**src/rtl/led_mode_sched.sv**
```systemverilog
// Front-panel controller for the two-key / two-LED board.
// Raw keys are synchronized and debounced. Key 0 steps the display mode
// (OFF -> ON -> BLINK -> ALT) and key 1 steps the blink speed (0 -> 1 -> 2).
// A shared timebase provides the blink phase and a tick pulse at each
// half-period. All outputs are registered.
//
// Handshake note: there is no valid/ready traffic in this block. A press
// event is a single-cycle strobe and is consumed on the clock edge that
// ends the cycle in which it is high; nothing can stall it.
module led_mode_sched #(
   parameter logic [19:0] DEB_MAX  = 20'd1000000,
   parameter logic [24:0] TICK_MAX = 25'd25000000
) (
   input  logic       sys_clk,
   input  logic       sys_rst,
   input  logic [1:0] key,
   output logic [1:0] led,
   output logic [1:0] mode,
   output logic [1:0] speed,
   output logic       tick
);

   typedef enum logic [1:0] {
      MODE_OFF   = 2'd0,
      MODE_ON    = 2'd1,
      MODE_BLINK = 2'd2,
      MODE_ALT   = 2'd3
   } mode_e;

   // Key input conditioning.
   logic [1:0]       key_s1_q;
   logic [1:0]       key_s2_q;
   logic [1:0]       key_stb_q;
   logic [1:0]       key_stb_d;
   logic [1:0]       key_prv_q;
   logic [1:0][19:0] deb_cnt_q;
   logic [1:0][19:0] deb_cnt_d;
   logic [1:0]       press_ev;

   // Mode / speed state.
   mode_e            mode_q;
   logic [1:0]       speed_q;
   logic [1:0]       speed_d;
   logic             restart;

   // Timebase.
   logic [24:0]      period;
   logic [24:0]      tb_cnt_q;
   logic [24:0]      tb_cnt_d;
   logic             phase_q;
   logic             phase_d;
   logic             tick_q;
   logic             tick_d;

   // LED drive.
   logic [1:0]       led_q;
   logic [1:0]       led_d;

   // Two-flop synchronizer per key; reset to the released level.
   always_ff @(posedge sys_clk or negedge sys_rst) begin
      if (!sys_rst) begin
         key_s1_q <= 2'b11;
         key_s2_q <= 2'b11;
      end else begin
         key_s1_q <= key;
         key_s2_q <= key_s1_q;
      end
   end

   // Debounce next state: count consecutive disagreeing cycles, flip the
   // stable level on the DEB_MAX-th one; any agreeing cycle clears the count.
   always_comb begin
      key_stb_d = key_stb_q;
      deb_cnt_d = '0;
      for (int i = 0; i < 2; i++) begin
         if (key_s2_q[i] != key_stb_q[i]) begin
            if (deb_cnt_q[i] == DEB_MAX - 20'd1) begin
               key_stb_d[i] = key_s2_q[i];
            end else begin
               deb_cnt_d[i] = deb_cnt_q[i] + 20'd1;
            end
         end
      end
   end

   // Debounce registers plus a one-cycle-delayed copy of the stable level.
   always_ff @(posedge sys_clk or negedge sys_rst) begin
      if (!sys_rst) begin
         key_stb_q <= 2'b11;
         key_prv_q <= 2'b11;
         deb_cnt_q <= '0;
      end else begin
         key_stb_q <= key_stb_d;
         key_prv_q <= key_stb_q;
         deb_cnt_q <= deb_cnt_d;
      end
   end

   // A press is high for the single cycle after the stable level falls;
   // releases and long holds generate nothing further.
   assign press_ev = key_prv_q & ~key_stb_q;

   // Any press changes mode or speed, so it also restarts the timebase.
   assign restart = press_ev[0] | press_ev[1];

   // Mode FSM: each key 0 press advances one state, ALT wraps to OFF.
   always_ff @(posedge sys_clk or negedge sys_rst) begin
      if (!sys_rst) begin
         mode_q <= MODE_OFF;
      end else if (press_ev[0]) begin
         case (mode_q)
            MODE_OFF:   mode_q <= MODE_ON;
            MODE_ON:    mode_q <= MODE_BLINK;
            MODE_BLINK: mode_q <= MODE_ALT;
            MODE_ALT:   mode_q <= MODE_OFF;
            default:    mode_q <= MODE_OFF;
         endcase
      end
   end

   // Speed next state: 0 -> 1 -> 2 -> 0; level 3 is never produced.
   always_comb begin
      speed_d = speed_q;
      if (press_ev[1]) begin
         speed_d = (speed_q == 2'd2) ? 2'd0 : speed_q + 2'd1;
      end
   end

   // Speed register.
   always_ff @(posedge sys_clk or negedge sys_rst) begin
      if (!sys_rst) begin
         speed_q <= 2'd0;
      end else begin
         speed_q <= speed_d;
      end
   end

   // Half-period length for the current speed level.
   always_comb begin
      case (speed_q)
         2'd0:    period = TICK_MAX;
         2'd1:    period = TICK_MAX >> 1;
         default: period = TICK_MAX >> 2;
      endcase
   end

   // Timebase next state: free-running 0..period-1, toggling phase and
   // pulsing tick on wrap; a restart clears it and swallows the tick.
   always_comb begin
      tb_cnt_d = tb_cnt_q + 25'd1;
      phase_d  = phase_q;
      tick_d   = 1'b0;
      if (restart) begin
         tb_cnt_d = '0;
         phase_d  = 1'b0;
      end else if (tb_cnt_q >= period - 25'd1) begin
         tb_cnt_d = '0;
         phase_d  = ~phase_q;
         tick_d   = 1'b1;
      end
   end

   // Timebase registers.
   always_ff @(posedge sys_clk or negedge sys_rst) begin
      if (!sys_rst) begin
         tb_cnt_q <= '0;
         phase_q  <= 1'b0;
         tick_q   <= 1'b0;
      end else begin
         tb_cnt_q <= tb_cnt_d;
         phase_q  <= phase_d;
         tick_q   <= tick_d;
      end
   end

   // LED pattern from the current mode and blink phase.
   always_comb begin
      led_d = 2'b00;
      case (mode_q)
         MODE_OFF:   led_d = 2'b00;
         MODE_ON:    led_d = 2'b11;
         MODE_BLINK: led_d = {2{phase_q}};
         MODE_ALT:   led_d = phase_q ? 2'b10 : 2'b01;
         default:    led_d = 2'b00;
      endcase
   end

   // LED output register, one cycle behind mode/phase.
   always_ff @(posedge sys_clk or negedge sys_rst) begin
      if (!sys_rst) begin
         led_q <= 2'b00;
      end else begin
         led_q <= led_d;
      end
   end

   assign led   = led_q;
   assign mode  = mode_q;
   assign speed = speed_q;
   assign tick  = tick_q;

endmodule

```
**config.mk**
```make
export PLATFORM = sky130hd
export DESIGN_NAME = led_mode_sched
export DESIGN_NICKNAME = d
export VERILOG_FILES = /design/src/rtl/led_mode_sched.sv
export SDC_FILE = /design/constraint.sdc
export NUM_CORES = 1
export LEC_CHECK = 0
export ABC_AREA = 1
export ABC_CLOCK_PERIOD_IN_PS = 2400
export CAP_MARGIN = 20
export CORE_MARGIN = 2
export CORE_UTILIZATION = 25
export CTS_BUF_LIST = sky130_fd_sc_hd__clkbuf_8
export DETAILED_ROUTE_END_ITERATION = 16
export PLACE_DENSITY = 0.5
export SYNTH_ARGS = -nofsm -noshare
export SYNTH_HDL_FRONTEND = slang
export SYNTH_SLANG_ARGS = --single-unit
```
**constraint.sdc**
```tcl
create_clock -name sys_clk -period 2.4 [get_ports sys_clk]
set_input_delay 0.24 -clock sys_clk [delete_from_list [all_inputs] [get_ports sys_clk]]
set_output_delay 0.24 -clock sys_clk [all_outputs]
set_load 0.01 [all_outputs]
```
==> reports/metrics.cfg <==
[floorplan]
die_outline_area_sq_mm=0.0197
num_rows=49
dieWidth_um=140
num_io_pins=11
die_height_um=140
floorplan.initialDensity=0.257
core_area_sq_mm=0.0181

[cts]
ctsRootBufferMaster=clkbuf_8
cts_max_path_buffers=2
h-tree-depth=3
cts_tree=yes
clkSlewWorstSetupHoldPaths_ns=0.09
clk-insertion-delay-late_ns=0.37
cts_inserted_buffers=9
clkSinkCount=81

[synth]
yosys.cell_count.top_type=nand2_1
yosys-top-cells-count=nand2_1 (126), nor2_1 (116), inv_1 (85), dfrtp_1 (73), nand3_1 (30)
synthXorXnorAreaFrac=0.0677
yosysUniqueCellTypes=33
main_combinational_cell_family_by_area_after_synthesis=simple AND/OR/NAND/NOR gates
synth.avg_cell_area_sq_um=7.82
syn_nets=620
syn-cell-area_sq_mm=0.00466
synthTopCellsByArea=dfrtp_1 (39%), nand2_1 (10%), nor2_1 (9.4%), inv_1 (6.9%), ha_1 (5.6%)
yosys_register_bits=81
synth_largest_area_cell=dfrtp_1
ys_warn_count=0
post_synthesis_share_of_cell_area_spent_on_and_or_nand_and_nor_gates=0.328
synth_fa_ha_area_frac=0.0564
dominantRegCellSynth=dfrtp_1
syn_inst=595
synth_seq_area_share=0.438
netlist.area_leader.share=0.392
synth_edf_count=0
post_synth_arst_share=1.00
synth_compound_area_frac=0.0317
post_synth_mux_area_share=0

[finish]
fin_area_sq_mm=0.00533
instances_no_fill=853
area_delta_synth_final_pct=14.4
num-nets-final=644
antenna_cells_inserted=0
finalCoreUtilization=0.294
post_route_cells_drive_above_1_share=0.101

[setup_path]
worst_path_dominant_cell_family=simple AND/OR/NAND/NOR gates
timing.critical_path.to_type=register
critPathSlowestCell=dfrtp_1
path_buf_inv=2
critical_path.cell_chain=nor2_1, inv_1, ha_1, nand2_1, inv_1, nand3_1, nand2_1, nor2_1, nor2_2, nor2_4, nand3_4, nor2_1
worst-endpoint-arrival_ns=2.47
worstPathRequired_ns=2.69
cpPeakStageDelay_ns=0.48
cpMostUsedCell=nor2_1
worstSetupStartpointType=register
crit_type=register to register
cp_max_fo=12

[routing]
dr.max_layer_used=met4
dr_total_vias=3582
routed-wl-met2_um=4490
drt-total-wl_um=10100
route.detailed.vias_per_inst=4.20
wirelength_met1_um=5270
wl_met3_um=260
initialDrtViolationCount=228
postRouteAntennaNets=0
drc=0
wire_per_inst_um=11.9
firstDrtPassIters=4

[timing]
achievable-frequency_mhz=458
final_hold_viol_count=0
final_min_period_over_clock_period=0.910
finalClockSkew_ns=0.0128
timing.final.max_slew_violations=0
fin_tns_setup_ns=0
rsz0062_at_grt=no
timing.final.setup_violations=0
fin_ws_ns=0.216
period_minus_slack_ns=2.18

[placement]
total_instance_count_after_detailed_placement=835
dpl.hpwl_um=7390
placedInstanceArea_sq_mm=0.00506
dp_worst_setup_slack_ns=0.0736
globalplace.congestion=0.823
placement.io_buffers=10

[run_status]
run_status=complete, no violations

[hold_path]
hold_path_class=input pin to register

[power_and_ir_drop]
clock_power_share=0.441
p_leak_nw=2.43
power.internal_w=0.00201
power.net_switching_w=0.000593
power_per_cell_area_mw_per_mm2=489
pwr-share-comb=0.028
power.share.sequential=0.531
maximum_vdd_ir_drop_mv=0.256
p_sw_frac=0.227

[global_routing]
grt_start_max_net_pins=36
wire_length_of_the_first_global_routing_pass_um=17200
first_global_vias=3484
global_route.usage.total=0.109
initial_antenna_violation_count=0
grt-ovfl-total=0

[flow_run]
max_cap_viol_count=0

[state kept, by name, indices dropped and copies added (netlist names)]
signal and cells:
led 2, mode 2, key_s2_q 2, key_s1_q 2
key_prv_q 2, speed 2, key_stb_q 2, tick 1
phase_q 1, tb_cnt_q 25, deb_cnt_q 40
[layout make-up]
cell class | count | area (sq um)
inverters | 87 | 327
flip-flops and latches | 81 | 2040
repair buffers | 16 | 158
fillers | 1970 | 12800
multi-input cells | 424 | 2290
clock inverters | 6 | 91.3
well taps | 229 | 287
clock buffers | 10 | 138
[metal layers]
metal | GRT usage | vias to the layer above
li1 | - | 1900
met3 | 0.0256 | 7
met1 | 0.148 | 1634
met2 | 0.172 | 41
met4 | 0.0363 | 0
met5 | 0 | -
[final timing paths]
check                      depth (start not counted)  slack [ns]        start            to
setup / recovery                                  12        0.22     speed[1]   tb_cnt_q[1]
max in group asynchronous                          3        1.42      sys_rst   tb_cnt_q[0]
hold / removal                                     1        0.27       key[1]   key_s1_q[1]
hold reg to reg                                    0        0.36  key_s1_q[1]   key_s2_q[1]
min in group asynchronous                          2        0.34      sys_rst  tb_cnt_q[23]
setup reg to reg                                  12        0.22     speed[1]   tb_cnt_q[1]
[stage by stage]
| step | hold slack [ns] | power (W) |
|---|---|---|
| 2_1_floorplan | -0.0556 | 0.00144 |
| 3_3_place_gp | 0.200 | 0.00149 |
| 3_5_place_dp | 0.204 | 0.00149 |
| 4_1_cts | 0.244 | 0.00266 |
| 5_1_grt | 0.251 | 0.00274 |
| 6_report | 0.271 | 0.00261 |
[power groups by stage]
stage	clock (W)	combinational [W]	sequential (W)
final	0.00115	0.0000742	0.00138
after global routing	0.00126	0.0000906	0.00139
after detailed placement	0	0.0000774	0.00141
after global placement	0	0.0000770	0.00141
after floorplan	0	0.0000297	0.00141
after CTS	0.00119	0.0000787	0.00138
[layout by cell type, fill, tap and decap left out, types with 2 or more instances in the layout]
cell             count
a21oi_1             16
buf_4                5
bufinv_16            2
clkbuf_8            10
clkdlybuf4s50_1      9
clkinvlp_4           3
conb_1               2
dfrtp_1             73
dfstp_2              8
ha_1                21
inv_1               85
inv_2                2
nand2_1            126
nand2_2              6
nand3_1             30
nand3_4              2
nand3b_1             2
nand4_1              8
nor2_1             114
nor2_2               6
nor2_4               6
nor3_1              21
nor3_2               8
nor3b_1              3
o21ai_0              9
xnor2_1             13
xor2_1              23
[cells by family (layout without fill, tap and decap cells)]
kind of cell	after synthesis	in the layout
simple gates	336	337
buf+inv	91	119
flops	81	81
xor+xnor	36	36
compound gates	28	28
fa+ha+maj	21	21
other cells	2	2
[worst reg2reg max path: stages (launching register included)]
cell     delay, ns
dfrtp_1       0.48
nor2_1        0.18
inv_1         0.11
ha_1          0.30
nand2_1       0.06
inv_1         0.05
nand3_1       0.06
nand2_1       0.09
nor2_1        0.16
nor2_2        0.06
nor2_4        0.17
nand3_4       0.24
nor2_1        0.15
[timing repair]
action,4_1_cts,5_1_grt
buffers inserted,0,0
resized for setup,0,5
hold buffers,1,0
endpoints found under the hold margin,26,0
endpoints found under the setup margin,0,24
Note: power is estimated with default switching activity, not from simulation.
